===== config.mk =====
export PLATFORM = sky130hd
export DESIGN_NAME = e_updown_counter
export DESIGN_NICKNAME = d
export VERILOG_FILES = /design/src/rtl/e_updown_counter_pkg.sv /design/src/rtl/e_updown_counter_next.sv /design/src/rtl/e_updown_counter.sv
export SDC_FILE = /design/constraint.sdc
export NUM_CORES = 1
export LEC_CHECK = 0
export ABC_AREA = 1
export ABC_CLOCK_PERIOD_IN_PS = 1800
export BUFFER_PORTS_ARGS = -buffer_cell sky130_fd_sc_hd__buf_2
export CORE_UTILIZATION = 52
export DETAILED_ROUTE_END_ITERATION = 6
export GPL_ROUTABILITY_DRIVEN = 1
export MAX_ROUTING_LAYER = met4
export PLACE_DENSITY_LB_ADDON = 0.08
export SYNTH_ARGS = -nofsm -noshare
export SYNTH_HDL_FRONTEND = slang
export SYNTH_SLANG_ARGS = --single-unit

===== constraint.sdc =====
create_clock -name clk_i -period 1.8 [get_ports clk_i]
set_clock_uncertainty 0.2 [all_clocks]
set_input_delay 0.09 -clock clk_i [delete_from_list [all_inputs] [get_ports clk_i]]
set_output_delay 0.09 -clock clk_i [all_outputs]
set_load 0.1 [all_outputs]

===== src/rtl/e_updown_counter_pkg.sv =====
`default_nettype none
// ============================================================================
// Module      : e_updown_counter_pkg
// Description : Shared constants for the up/down counter family.
//               Direction and bound-handling encodings. Both are single-bit
//               control inputs, so the constants are one bit wide.
// Revision    : 1.0 - initial release
// ============================================================================
package e_updown_counter_pkg;

    // Direction encoding for dir_i
    localparam logic c_DIR_UP   = 1'b0;
    localparam logic c_DIR_DOWN = 1'b1;

    // Bound handling encoding for sat_i
    localparam logic c_MODE_WRAP = 1'b0;
    localparam logic c_MODE_SAT  = 1'b1;

    // Supported WIDTH range
    localparam int c_WIDTH_MIN = 1;
    localparam int c_WIDTH_MAX = 32;

endpackage : e_updown_counter_pkg
`default_nettype wire


===== src/rtl/e_updown_counter_next.sv =====
`default_nettype none
// ============================================================================
// Module      : e_updown_counter_next
// Description : Purely combinational next-state logic for e_updown_counter.
//               Given the current count and the controls sampled this cycle,
//               produces the next count and the next wrap flag. Reset is not
//               handled here; the register stage applies it with top priority.
// Ports       : i_count      - current count
//               i_max        - inclusive upper bound
//               i_dir        - 0 up, 1 down
//               i_sat        - 0 wrap, 1 saturate
//               i_en         - count enable
//               i_load       - load strobe (beats i_en)
//               i_load_value - value to load (clamped to i_max)
//               o_count_next - next count
//               o_wrap_next  - next wrap flag
// Revision    : 1.0 - initial release
// ============================================================================
module e_updown_counter_next
    import e_updown_counter_pkg::*;
#(
    parameter int WIDTH = 8
) (
    input  logic [WIDTH-1:0] i_count,
    input  logic [WIDTH-1:0] i_max,
    input  logic             i_dir,
    input  logic             i_sat,
    input  logic             i_en,
    input  logic             i_load,
    input  logic [WIDTH-1:0] i_load_value,
    output logic [WIDTH-1:0] o_count_next,
    output logic             o_wrap_next
);

    logic w_at_or_above_max;  // count >= max: up step hits the bound
    logic w_above_max;        // count > max: max was lowered under us
    logic w_is_zero;          // count == 0: down step hits the bound
    logic [WIDTH-1:0] w_load_clamped;

    // All comparisons are made on the current value before any arithmetic,
    // so with max = all-ones the up step never relies on the adder overflow.
    assign w_at_or_above_max = (i_count >= i_max);
    assign w_above_max       = (i_count >  i_max);
    assign w_is_zero         = (i_count == '0);
    assign w_load_clamped    = (i_load_value > i_max) ? i_max : i_load_value;

    always_comb begin
        o_count_next = i_count;
        o_wrap_next  = 1'b0;

        if (i_load) begin
            o_count_next = w_load_clamped;
        end else if (i_en) begin
            if (i_dir == c_DIR_UP) begin
                if (!w_at_or_above_max) begin
                    o_count_next = i_count + 1'b1;
                end else if (i_sat == c_MODE_SAT) begin
                    o_count_next = i_max;
                end else begin
                    o_count_next = '0;
                    o_wrap_next  = 1'b1;
                end
            end else begin
                if (w_above_max) begin
                    // Clamp down to a lowered bound; not a wrap event.
                    o_count_next = i_max;
                end else if (!w_is_zero) begin
                    o_count_next = i_count - 1'b1;
                end else if (i_sat == c_MODE_SAT) begin
                    o_count_next = '0;
                end else begin
                    o_count_next = i_max;
                    o_wrap_next  = 1'b1;
                end
            end
        end
    end

endmodule : e_updown_counter_next
`default_nettype wire


===== src/rtl/e_updown_counter.sv =====
`default_nettype none
// ============================================================================
// Module      : e_updown_counter
// Description : Parametrised up/down counter with enable, wrap-or-saturate
//               bound handling, synchronous parallel load and terminal-count
//               flags. Count range is [0, max_i] inclusive.
// Ports       : clk_i        - clock, rising edge
//               rst_i        - synchronous active-high reset
//               en_i         - count enable
//               dir_i        - 0 up, 1 down
//               sat_i        - 0 wrap, 1 saturate
//               load_i       - synchronous load strobe
//               load_value_i - value to load (clamped to max_i)
//               max_i        - inclusive upper bound, may change any time
//               output__     - registered count
//               wrap_o       - registered pulse on a wrapped value
//               at_max_o     - combinational output__ == max_i
//               at_zero_o    - combinational output__ == 0
// Revision    : 1.0 - initial release
// ============================================================================
module e_updown_counter
    import e_updown_counter_pkg::*;
#(
    parameter int WIDTH = 8
) (
    input  logic             clk_i,
    input  logic             rst_i,
    input  logic             en_i,
    input  logic             dir_i,
    input  logic             sat_i,
    input  logic             load_i,
    input  logic [WIDTH-1:0] load_value_i,
    input  logic [WIDTH-1:0] max_i,
    output logic [WIDTH-1:0] output__,
    output logic             wrap_o,
    output logic             at_max_o,
    output logic             at_zero_o
);

    logic [WIDTH-1:0] r_count_q;
    logic [WIDTH-1:0] w_count_d;
    logic             r_wrap_q;
    logic             w_wrap_d;

    e_updown_counter_next #(
        .WIDTH (WIDTH)
    ) u_next (
        .i_count      (r_count_q),
        .i_max        (max_i),
        .i_dir        (dir_i),
        .i_sat        (sat_i),
        .i_en         (en_i),
        .i_load       (load_i),
        .i_load_value (load_value_i),
        .o_count_next (w_count_d),
        .o_wrap_next  (w_wrap_d)
    );

    always_ff @(posedge clk_i) begin
        if (rst_i) begin
            r_count_q <= '0;
            r_wrap_q  <= 1'b0;
        end else begin
            r_count_q <= w_count_d;
            r_wrap_q  <= w_wrap_d;
        end
    end

    assign output__  = r_count_q;
    assign wrap_o    = r_wrap_q;
    // Live compare against max_i so the flag tracks bound changes immediately.
    assign at_max_o  = (r_count_q == max_i);
    assign at_zero_o = (r_count_q == '0);

endmodule : e_updown_counter
`default_nettype wire

# Word-level counts from Yosys, hierarchy flattened
# Index checks and enable logic that the tools add are counted.
# totals
register_bits	9
wordCells	26
# op_classes
addsub	2
n_lt_le_gt_ge	3
eq_ne	1
n_mux	14
bitwise_logic	1
reduce_logical	3
# ops
op	n
2-to-1 mux 8 bit	9
greater-than comparator 8 bit	2
adder 8 x 1 -> 8 bit (second input constant)	1
== test 8 bit	1
greater-or-equal comparator 8 bit	1
logical NOT 8 bit	1
subtractor 8 x 1 -> 8 bit (second input constant)	1
2-to-1 mux 1 bit	5
OR reduction 3 bit	1
nonzero test 2 bit	1
inverter 1 bit	1

# Logic depth before layout (Yosys ltp)
# Gate-level depths: netlist of run 1.
# depth
word_depth	6
depth_mapped	16

# Cells and area by module
# From an unflattened synthesis of run 1, not the netlist that was laid out.
# hier_totals
cells_unflattened	374
area_unflattened_um2	1970.6
# by_module_without_submodules
mod	instances	cells_per_inst	area_per_inst_um2
e_updown_counter_next	1	296	1525.2
e_updown_counter	1	78	445.4

# Worst setup path after synthesis of run 1
# No wires, ideal clock.
# synth_path
path_kind	flip-flop to output port
start	register r_count_q[0], in the netlist output__[0]
end	output port at_max_o
arrival_time_ns	2.650
path_slack_ns	-1.140
stages_incl_launch_ff	6
path_cell_list	dfxtp_1 > inv_1 > ha_1 > nand4_4 > buf_2 > inv_1
# synth_via
elab_chain_cells	1
# synth_rtl
element	line	text
start, declared	e_updown_counter.sv:40	logic [WIDTH-1:0] r_count_q;
start signal, assigned	e_updown_counter.sv:64	r_count_q <= w_count_d;
== test 8 bit	e_updown_counter.sv:72	assign at_max_o = (r_count_q == max_i);
end, declared	e_updown_counter.sv:36	output logic at_max_o,
# No other way between the ends.

# Worst setup path in the final report of run 1
# layout_path
start	register r_count_q[7], in the netlist output__[7]
end	register r_count_q[6], in the netlist output__[6]
# layout_via
elab_chain_cells	6
elab_cells_between_ends	9
cone_classes	order compare: 2; mux: 6; reduce/logical: 1
# layout_rtl
element	line	text
parallel branches: the longest is 3 deep, another holds greater-or-equal comparator 8 bit	-	
2-to-1 mux 8 bit (*)	e_updown_counter_next.sv:54	if (i_dir == c_DIR_UP) begin
2-to-1 mux 8 bit (*)	e_updown_counter_next.sv:53	end else if (i_en) begin
2-to-1 mux 8 bit (*)	e_updown_counter_next.sv:51	if (i_load) begin
# Every way passes the cells marked *. The select of a mux whose other input is x is not followed.
# A chain may end at the register's enable or synchronous reset.

==> results.toml, run 1 <==
[sta]
fmax_ghz = 0.5128
setup_violations = 10
rsz0062_at_grt = "true"
tns_ns = -1.159
finalWorstSetupSlack_ns = -0.1500
hold_viol_final = 3
whs_ns = -0.004659
worst_pin_slew_ns = 0.4891
maxSlewHeadroom_pct = 67.61
drv_slew = 0
period_share_pct = 108.3
min_period_ns = 1.950

[global_routing]
grt_max_degree = 17
grt_pass1_vias = 2053
antenna_found_initial = 0
gr-total-overflow = 0
grtUsageTotal_pct = 32.61
grt_pass1_wl_microns = 8921

[route]
first_pass_iters = 5
drcViolationCount = 0
wl_microns = 5862
drt-met1-wl_microns = 2508
highest_layer = "met4"
num_vias = 2322
ant_nets = 0
wl_met2_microns = 2890
wl_met3_microns = 364
drt_iter0_drc = 136
post_drt_wl_per_cell_microns = 13.83
vias_per_cell = 5.476

[cts]
cts_root_buf = "clkbuf_4"
cts_max_level = 1
clk_path_buf_depth = 2
numCtsBuffers = 3
path_clk_slew_ns = 0.07
clk-insertion-delay-late_ns = 0.27
cts_sinks = 9
cts_tree = "yes"

[logic_synthesis]
yosys.area.top_type = "nand2_1"
yosys-top-cells-area = "nand2_1, nand3_1, ha_1"
ys_top_cells_by_count = "nand2_1, nand3_1, inv_1, nor2_1, a21oi_1"
postSynth.asyncResetShare_pct = 0
avgSynthCellArea_sq_um = 6.141
ys_warn_count = 0
synth-xor-area-share_pct = 2.338
synth-compound-area-share_pct = 10.96
synth_edf_count = 0
synthMuxAreaShare_pct = 0
synth_seq_area_share_pct = 9.619
synthSimpleGateAreaFrac_pct = 52.64
syn_nets = 346
synthFlopType = "dfxtp_1"
synth.distinct_cells = 31
syn-instance-count = 305
syn_area_sq_um = 1873
yosys.area_share.adder_pct = 12.69
synth_top_family_by_area = "simple AND/OR/NAND/NOR gates"
synth_top_area_share_pct = 15.23
yosys.cell_count.top_type = "nand2_1"
ys_ff_latch = 9

[critical_path]
path_cells = "ha_4, nand2_4, nor2_4, nand4_4, buf_6, nand3_4, nand2_2, nand2_1, nand2_1, nand2_1, nand2_1, a21oi_2"
reg2reg_slack_ns = -0.15
timing.rr.end = "output__[6]$_SDFFE_PP0P_"
crit_buf_inv = 1
path_depth = 12
crit_start = "output__[7]$_SDFFE_PP0P_"
crit-reg2reg-launch = "output__[7]$_SDFFE_PP0P_"
cp_top_family = "simple AND/OR/NAND/NOR gates"
crit_top_cell = "nand2_1"
startpoint_type = "flop"
cpMaxStageDelayCell = "dfxtp_4"
end_kind = "flop"
critPathMaxFanout = 5
arrival_ns = 1.95
required_ns = 1.80
crit_end = "output__[6]$_SDFFE_PP0P_"
r2r_cells = 12
slowest_delay_ns = 0.35
critPathKind = "reg -> reg"

[cells_and_area]
area.growth.synth_to_final_pct = 43.82
ff_latch_area_sq_um = 210.2
drive_above_1_share_pct = 36.77
insertedDiodeCount = 0
fillers = 252
final_cells = 424
multi_input_area_sq_um = 1657
final_util_pct = 79.48
nets = 420

[placement]
place_congestion = 0.8940
dp_hpwl_microns = 4443
io_buffer_count = 32
dp.cells = 407

[status]
violations = "negative hold slack, negative setup slack"
status = "complete, but fails checks"

[floorplan]
num_io_pins = 33
rows = 21
fp.dieH_microns = 62.02
die_w_microns = 62.02
dieArea_sq_um = 3846
core_sq_um = 3390
initial_core_util_pct = 55.26

[flow_run]
drv_cap = 0

[power]
fin_total_pwr_mw = 1.576
p_per_area_nw_per_um2 = 584.9
leakagePower_nw = 1.383
peakVddDrop_mv = 0.4586

[worst_hold_path]
min_path_type = "in -> reg"
==> area by class of cell <==
cell class | count | share of cell area [%]
Inverter | 37 | 5.388
Clock buffer | 4 | 0.9754
Multi-Input combinational cell | 249 | 61.50
Tap cell | 46 | 2.137
Timing Repair Buffer | 79 | 22.20
Sequential cell | 9 | 7.803
==> metrics by stage <==
step	setup WS [ns]	instance area (sq um)
floorplan	-0.1760	2011
global placement	-0.09685	2425
detailed placement	-0.1425	2425
CTS	-0.1707	2581
global route	-0.2405	2694
finish	-0.1500	2694
==> flip-flops by register name (all words and copies together) (netlist names) <==
name and flops:
output__ 8, wrap_o 1
==> cell usage in the layout (no fill, tap or decap), drive strengths merged, types with 3 or more instances in the layout <==
| cell | instances |
|---|---|
| o21ai | 13 |
| a21oi | 22 |
| nand2 | 83 |
| dfxtp | 9 |
| buf | 77 |
| inv | 33 |
| ha | 19 |
| clkinv | 3 |
| nor2 | 31 |
| nand3 | 59 |
| nand4 | 14 |
| clkbuf | 4 |
| xor2 | 4 |
==> routing by layer <==
layer	GRT usage (%)	vias to the layer above
li1	-	1169
met1	39.68	1036
met2	58.21	102
met3	3.934	15
met4	5.079	0
met5	-	-
==> tightest hold or removal path: stages <==
cell and delay (ns):
buf_2 0.08, inv_1 0.12, o21ai_0 0.11, a21oi_1 0.04
==> worst min path at each step <==
stage	from	to	slack, ns	cells past startpoint
after floorplan	en_i	wrap_o$_SDFF_PP0_	0.04	2
after global placement	en_i	wrap_o$_SDFF_PP0_	0.20	3
after detailed placement	en_i	wrap_o$_SDFF_PP0_	0.20	3
after CTS	rst_i	output__[2]$_SDFFE_PP0P_	0.009	4
after global routing	rst_i	output__[0]$_SDFFE_PP0P_	0.04	4
final	rst_i	output__[2]$_SDFFE_PP0P_	-0.005	4
==> what timing repair did <==
item,in CTS,in global routing
gates cloned,1,0
setup endpoints to repair,11,11
gates resized for setup,7,20
buffers inserted,7,3
endpoints found under the hold margin,1,0
hold buffers,2,0
pin swaps,4,10
==> cells by family after synthesis <==
logic type / count (synthesis)
and+or+nand+nor: 186
DFF: 9
adders and majority gates: 19
buffers and inverters: 48
AOI/OAI and AO/OA: 38
xor gates and xnor gates: 5
==> power breakdown <==
part / switching [mW] / internal (mW)
logic: 0.723 / 0.437
registers: 0.0215 / 0.222
clock network: 0.0858 / 0.0860
total: 0.830 / 0.745
Note: power is estimated with default switching activity, not from simulation.
==> run 2, diff against run 1 <==
--- a/config.mk
+++ b/config.mk
@@ -12,7 +12,8 @@
 export DETAILED_ROUTE_END_ITERATION = 6
 export GPL_ROUTABILITY_DRIVEN = 1
 export MAX_ROUTING_LAYER = met4
-export PLACE_DENSITY_LB_ADDON = 0.08
+export PLACE_DENSITY = 0.82
+export SKIP_CTS_REPAIR_TIMING = 1
 export SYNTH_ARGS = -nofsm -noshare
 export SYNTH_HDL_FRONTEND = slang
 export SYNTH_SLANG_ARGS = --single-unit
==> results.toml, run 2 (same netlist as run 1, synthesis figures left out) <==
[cells_and_area]
final_util_pct = 81.95
fillers = 227
insertedDiodeCount = 0
largest_reg_flops = 8
ff_latch_area_sq_um = 210.2
drive_above_1_share_pct = 37.01
mostFrequentLayoutCells = "nand2_1, nand3_1, buf_4, buf_2, inv_1"
final_cells = 427
nets = 423
multi_input_area_sq_um = 1715
area.growth.synth_to_final_pct = 48.30
final_cell_area_sq_um = 2778
layout_commonest_cell = "nand2_1"

[cts]
clk-insertion-delay-late_ns = 0.29
cts_sinks = 9
path_clk_slew_ns = 0.07
cts_root_buf = "clkbuf_4"
cts_max_level = 1
cts_tree = "yes"
numCtsBuffers = 3
clk_path_buf_depth = 2

[flow_run]
drv_cap = 0

[power]
p_clk_share_pct = 10.6
leakagePower_nw = 1.409
power_frac_seq_pct = 15.0
combPwrFrac_pct = 74.4
switching_power_uw = 904.8
p_per_area_nw_per_um2 = 594.3
peakVddDrop_mv = 0.4659
sw_frac_of_total_pct = 54.81
internal_power_uw = 746.0
fin_total_pwr_mw = 1.651

[floorplan]
initial_core_util_pct = 55.26
die_w_microns = 62.02
fp.dieH_microns = 62.02
num_io_pins = 33
dieArea_sq_um = 3846
rows = 21
core_sq_um = 3390

[critical_path]
reg2reg_slack_ns = -0.28
critPathKind = "reg -> out"
required_ns = 1.51
startpoint_type = "flop"
crit_end = "at_max_o"
critPathMaxFanout = 5
timing.rr.end = "output__[6]$_SDFFE_PP0P_"
crit_start = "output__[5]$_SDFFE_PP0P_"
r2r_cells = 12
arrival_ns = 1.83
crit-reg2reg-launch = "output__[5]$_SDFFE_PP0P_"
end_kind = "primary output"

[route]
highest_layer = "met4"
wl_met2_microns = 3651
drt_iter0_drc = 230
num_vias = 2606
wl_met3_microns = 681
drcViolationCount = 2
drt-met1-wl_microns = 2722
first_pass_iters = 7
vias_per_cell = 6.103
post_drt_wl_per_cell_microns = 17.37
ant_nets = 0
wl_microns = 7417

[worst_hold_path]
min_from = "dir_i"
min_path_type = "in -> reg"

[placement]
place_area_sq_um = 2480
dp_hpwl_microns = 4710
dp_slack_ns = -0.2082
io_buffer_count = 32
place_congestion = 0.9164
dp.cells = 411

[global_routing]
antenna_found_initial = 0
grtUsageTotal_pct = 33.85
grt_max_degree = 17
grt_pass1_vias = 2045
grt_pass1_wl_microns = 9128
gr-total-overflow = 0

[sta]
drv_slew = 0
worst_pin_slew_ns = 0.4941
finalWorstSetupSlack_ns = -0.3194
setup_violations = 10
maxSlewHeadroom_pct = 67.29
fmax_ghz = 0.4718
min_period_ns = 2.119
whs_ns = -0.002941
rsz0062_at_grt = "true"
hold_viol_final = 1
tns_ns = -2.089
period_share_pct = 117.7

[status]
status = "complete, but fails checks"
violations = "design-rule violations, negative hold slack, negative setup slack"
==> run 2: cell types whose count changed in the layout (fill, tap and decap cells not counted), moves of 2 or more <==
cell / before / now
ha_1: 10 / 12
nand2_8: 2 / 4
buf_4: 34 / 31
a21oi_2: 6 / 2
buf_6: 10 / 12
ha_2: 2 / 0
a21oi_1: 15 / 19
nand3_1: 51 / 47
nand3_2: 6 / 9
==> run 2: final cells by class <==
class,instances,area share [%]
clock buffers,4,0.9459
inverters,37,5.225
multi-input cells,252,61.76
flip-flops and latches,9,7.568
repair buffers,79,22.43
well taps,46,2.072
==> run 2: how the worst min path moves through the flow <==
stage	end	slack, ns	depth (start not counted)
floorplan	wrap_o$_SDFF_PP0_	0.04	2
global placement	wrap_o$_SDFF_PP0_	0.19	3
detailed placement	wrap_o$_SDFF_PP0_	0.19	3
CTS	wrap_o$_SDFF_PP0_	-0.09	3
global route	wrap_o$_SDFF_PP0_	0.01	3
finish	wrap_o$_SDFF_PP0_	-0.003	3
==> run 2: power by group through the flow <==
stage / clock network, mW / registers [mW] / logic (mW)
floorplan: 0 / 0.405 / 0.623
global placement: 0 / 0.245 / 1.03
detailed placement: 0 / 0.247 / 1.05
CTS: 0.168 / 0.242 / 1.05
global route: 0.182 / 0.248 / 1.32
finish: 0.175 / 0.247 / 1.23
==> run 2: metal layers <==
layer,global-route usage (%),vias to the layer above
met2,56.99,173
met4,8.254,0
li1,-,1182
met5,-,-
met1,42.07,1209
met3,5.383,42
==> run 2: worst max-delay path, stage by stage, from the launching register on <==
cell,delay [ns]
dfxtp_4,0.37
ha_4,0.28
nand2_2,0.08
nor2_4,0.14
nand4_4,0.17
buf_6,0.16
buf_6,0.11
clkinvlp_4,0.07
buf_12,0.17
==> run 3, diff against run 2 <==
--- a/config.mk
+++ b/config.mk
@@ -5,14 +5,15 @@
 export SDC_FILE = /design/constraint.sdc
 export NUM_CORES = 1
 export LEC_CHECK = 0
-export ABC_AREA = 1
 export ABC_CLOCK_PERIOD_IN_PS = 1800
 export BUFFER_PORTS_ARGS = -buffer_cell sky130_fd_sc_hd__buf_2
-export CORE_UTILIZATION = 52
+export CORE_UTILIZATION = 49
 export DETAILED_ROUTE_END_ITERATION = 6
 export GPL_ROUTABILITY_DRIVEN = 1
+export HOLD_SLACK_MARGIN = 0.06
 export MAX_ROUTING_LAYER = met4
-export PLACE_DENSITY = 0.82
+export PLACE_DENSITY = 0.81
+export REMOVE_ABC_BUFFERS = 1
 export SKIP_CTS_REPAIR_TIMING = 1
 export SYNTH_ARGS = -nofsm -noshare
 export SYNTH_HDL_FRONTEND = slang
==> results.toml, run 3 <==
[floorplan]
dieArea_sq_um = 3014
num_io_pins = 33
initial_core_util_pct = 53.41
fp.dieH_microns = 54.90
die_w_microns = 54.90
rows = 18
core_sq_um = 2567

[cells_and_area]
layout_commonest_cell = "buf_4"
insertedDiodeCount = 0
mostFrequentLayoutCells = "buf_4, buf_2, ha_1, inv_1"
area.growth.synth_to_final_pct = 57.12
drive_above_1_share_pct = 41.47
nets = 300
largest_reg_flops = 8
fillers = 152

[critical_path]
arrival_ns = 2.49
critPathMaxFanout = 8
startpoint_type = "flop"
path_cells = "ha_1, a21oi_1, a211oi_2, or3_4, o221a_1, o32ai_1"
crit_buf_inv = 0
critPathKind = "reg -> reg"
cp_top_family = "compound AO/OA/AOI/OAI gates"
end_kind = "flop"
cpMaxStageDelayCell = "or3_4"
slowest_delay_ns = 0.50
required_ns = 1.78

[sta]
fmax_ghz = 0.3977
drv_slew = 0
min_period_ns = 2.514
finalWorstSetupSlack_ns = -0.7143
period_share_pct = 139.7
setup_violations = 11
maxSlewHeadroom_pct = 57.85
hold_viol_final = 0
rsz0062_at_grt = "true"
worst_pin_slew_ns = 0.6310
tns_ns = -6.363

[logic_synthesis]
yosys.cell_count.top_type = "ha_1"
synth.distinct_cells = 45
syn_area_sq_um = 1371
synth_top_area_share_pct = 17.34
synthFlopType = "dfxtp_1"
ys_ff_latch = 9
synth_seq_area_share_pct = 13.14
synth_edf_count = 0
ys_warn_count = 0
syn-instance-count = 173
avgSynthCellArea_sq_um = 7.927
yosys.area.top_type = "ha_1"
postSynth.asyncResetShare_pct = 0
yosys-top-cells-area = "ha_1, dfxtp_1, xnor2_1"
ys_top_cells_by_count = "ha_1, inv_1, a21oi_1, nor3_1"

[route]
drt_iter0_drc = 167
ant_nets = 0
num_vias = 1929
first_pass_iters = 5
drcViolationCount = 0
vias_per_cell = 6.698
wl_microns = 6170
post_drt_wl_per_cell_microns = 21.42

[cts]
numCtsBuffers = 3
cts_sinks = 9
clk_path_buf_depth = 2
cts_tree = "yes"
clk-insertion-delay-late_ns = 0.28
cts_root_buf = "clkbuf_4"
cts_max_level = 1
path_clk_slew_ns = 0.08

[power]
leakagePower_nw = 1.021
peakVddDrop_mv = 0.5981
p_per_area_nw_per_um2 = 711.9

[placement]
io_buffer_count = 32
dp_slack_ns = -0.7106
dp_hpwl_microns = 3773
place_congestion = 0.9427

[flow_run]
drv_cap = 0

[global_routing]
grt_pass1_vias = 1724
grtUsageTotal_pct = 37.87
grt_max_degree = 18
grt_pass1_wl_microns = 7769
antenna_found_initial = 0
gr-total-overflow = 0

[status]
violations = "negative setup slack"
status = "complete, but fails checks"

[worst_hold_path]
min_path_type = "in -> reg"
[run 3: cell count changes in the layout (fill, tap and decap cells not counted), sizes merged, moves of 10 or more]
cell	previous run	this run
nand2	85	9
nand3	59	3
nor2	32	7
inv	33	13
a21oi	22	10
nor3	0	11
nand4	14	4
[run 3: final cells by class]
class	instances	area, sq um	share of cell area [%]
clock buffers	4	26.28	1.220
inverters	13	48.80	2.265
multi-input cells	139	1184	54.94
flip-flops and latches	9	182.7	8.478
well taps	30	37.54	1.742
repair buffers	93	675.6	31.36
[run 3: final timing paths]
| path | startpoint | end | slack (ns) | cells after the start |
|---|---|---|---|---|
| worst max-delay path | output__[3]$_SDFFE_PP0P_ | output__[3]$_SDFFE_PP0P_ | -0.71 | 6 |
| worst max register to register | output__[3]$_SDFFE_PP0P_ | output__[3]$_SDFFE_PP0P_ | -0.71 | 6 |
| worst min-delay path | max_i[5] | output__[5]$_SDFFE_PP0P_ | 0.003 | 4 |
| worst min register to register | output__[7]$_SDFFE_PP0P_ | output__[7]$_SDFFE_PP0P_ | 0.58 | 3 |
[run 3: kinds of logic after synthesis]
group | synth area share, %
AO/OA/AOI/OAI | 28.83
XOR/XNOR | 7.664
adder cells (fa/ha/maj) | 17.34
buffers and inverters | 7.573
flip-flops | 13.14
multiplexers | 1.460
AND/OR/NAND/NOR | 24.00
[run 3: layer usage]
| layer | part of all wire, % | track usage [%] | vias to the layer above |
|---|---|---|---|
| li1 | - | - | 842 |
| met1 | 35 | 44.39 | 860 |
| met2 | 46 | 61.24 | 173 |
| met3 | 12 | 6.557 | 54 |
| met4 | 6.8 | 20.42 | 0 |
| met5 | 0 | - | - |
[run 3: through the flow]
step	hold slack (ns)	instance area (sq um)	util [%]	power (mW)	std cells
2_1_floorplan	-0.03069	1316	-	0.8184	161
3_3_place_gp	0.2081	1904	74.17	1.135	271
3_5_place_dp	0.2196	1904	74.17	1.175	271
4_1_cts	-0.05977	1931	75.19	1.348	275
5_1_grt	0.05213	2155	83.92	1.601	288
6_report	0.003172	2155	83.92	1.534	288
[run 3: tightest hold or removal path, stage by stage]
cell	delay, ns
buf_2	0.10
mux2i_1	0.07
nand2_1	0.05
and3_1	0.13
[run 3: power breakdown]
group	total [mW]	internal [mW]	switching, mW
Clock	0.184	0.0860	0.0978
Sequential	0.241	0.223	0.0179
Combinational	1.11	0.449	0.660
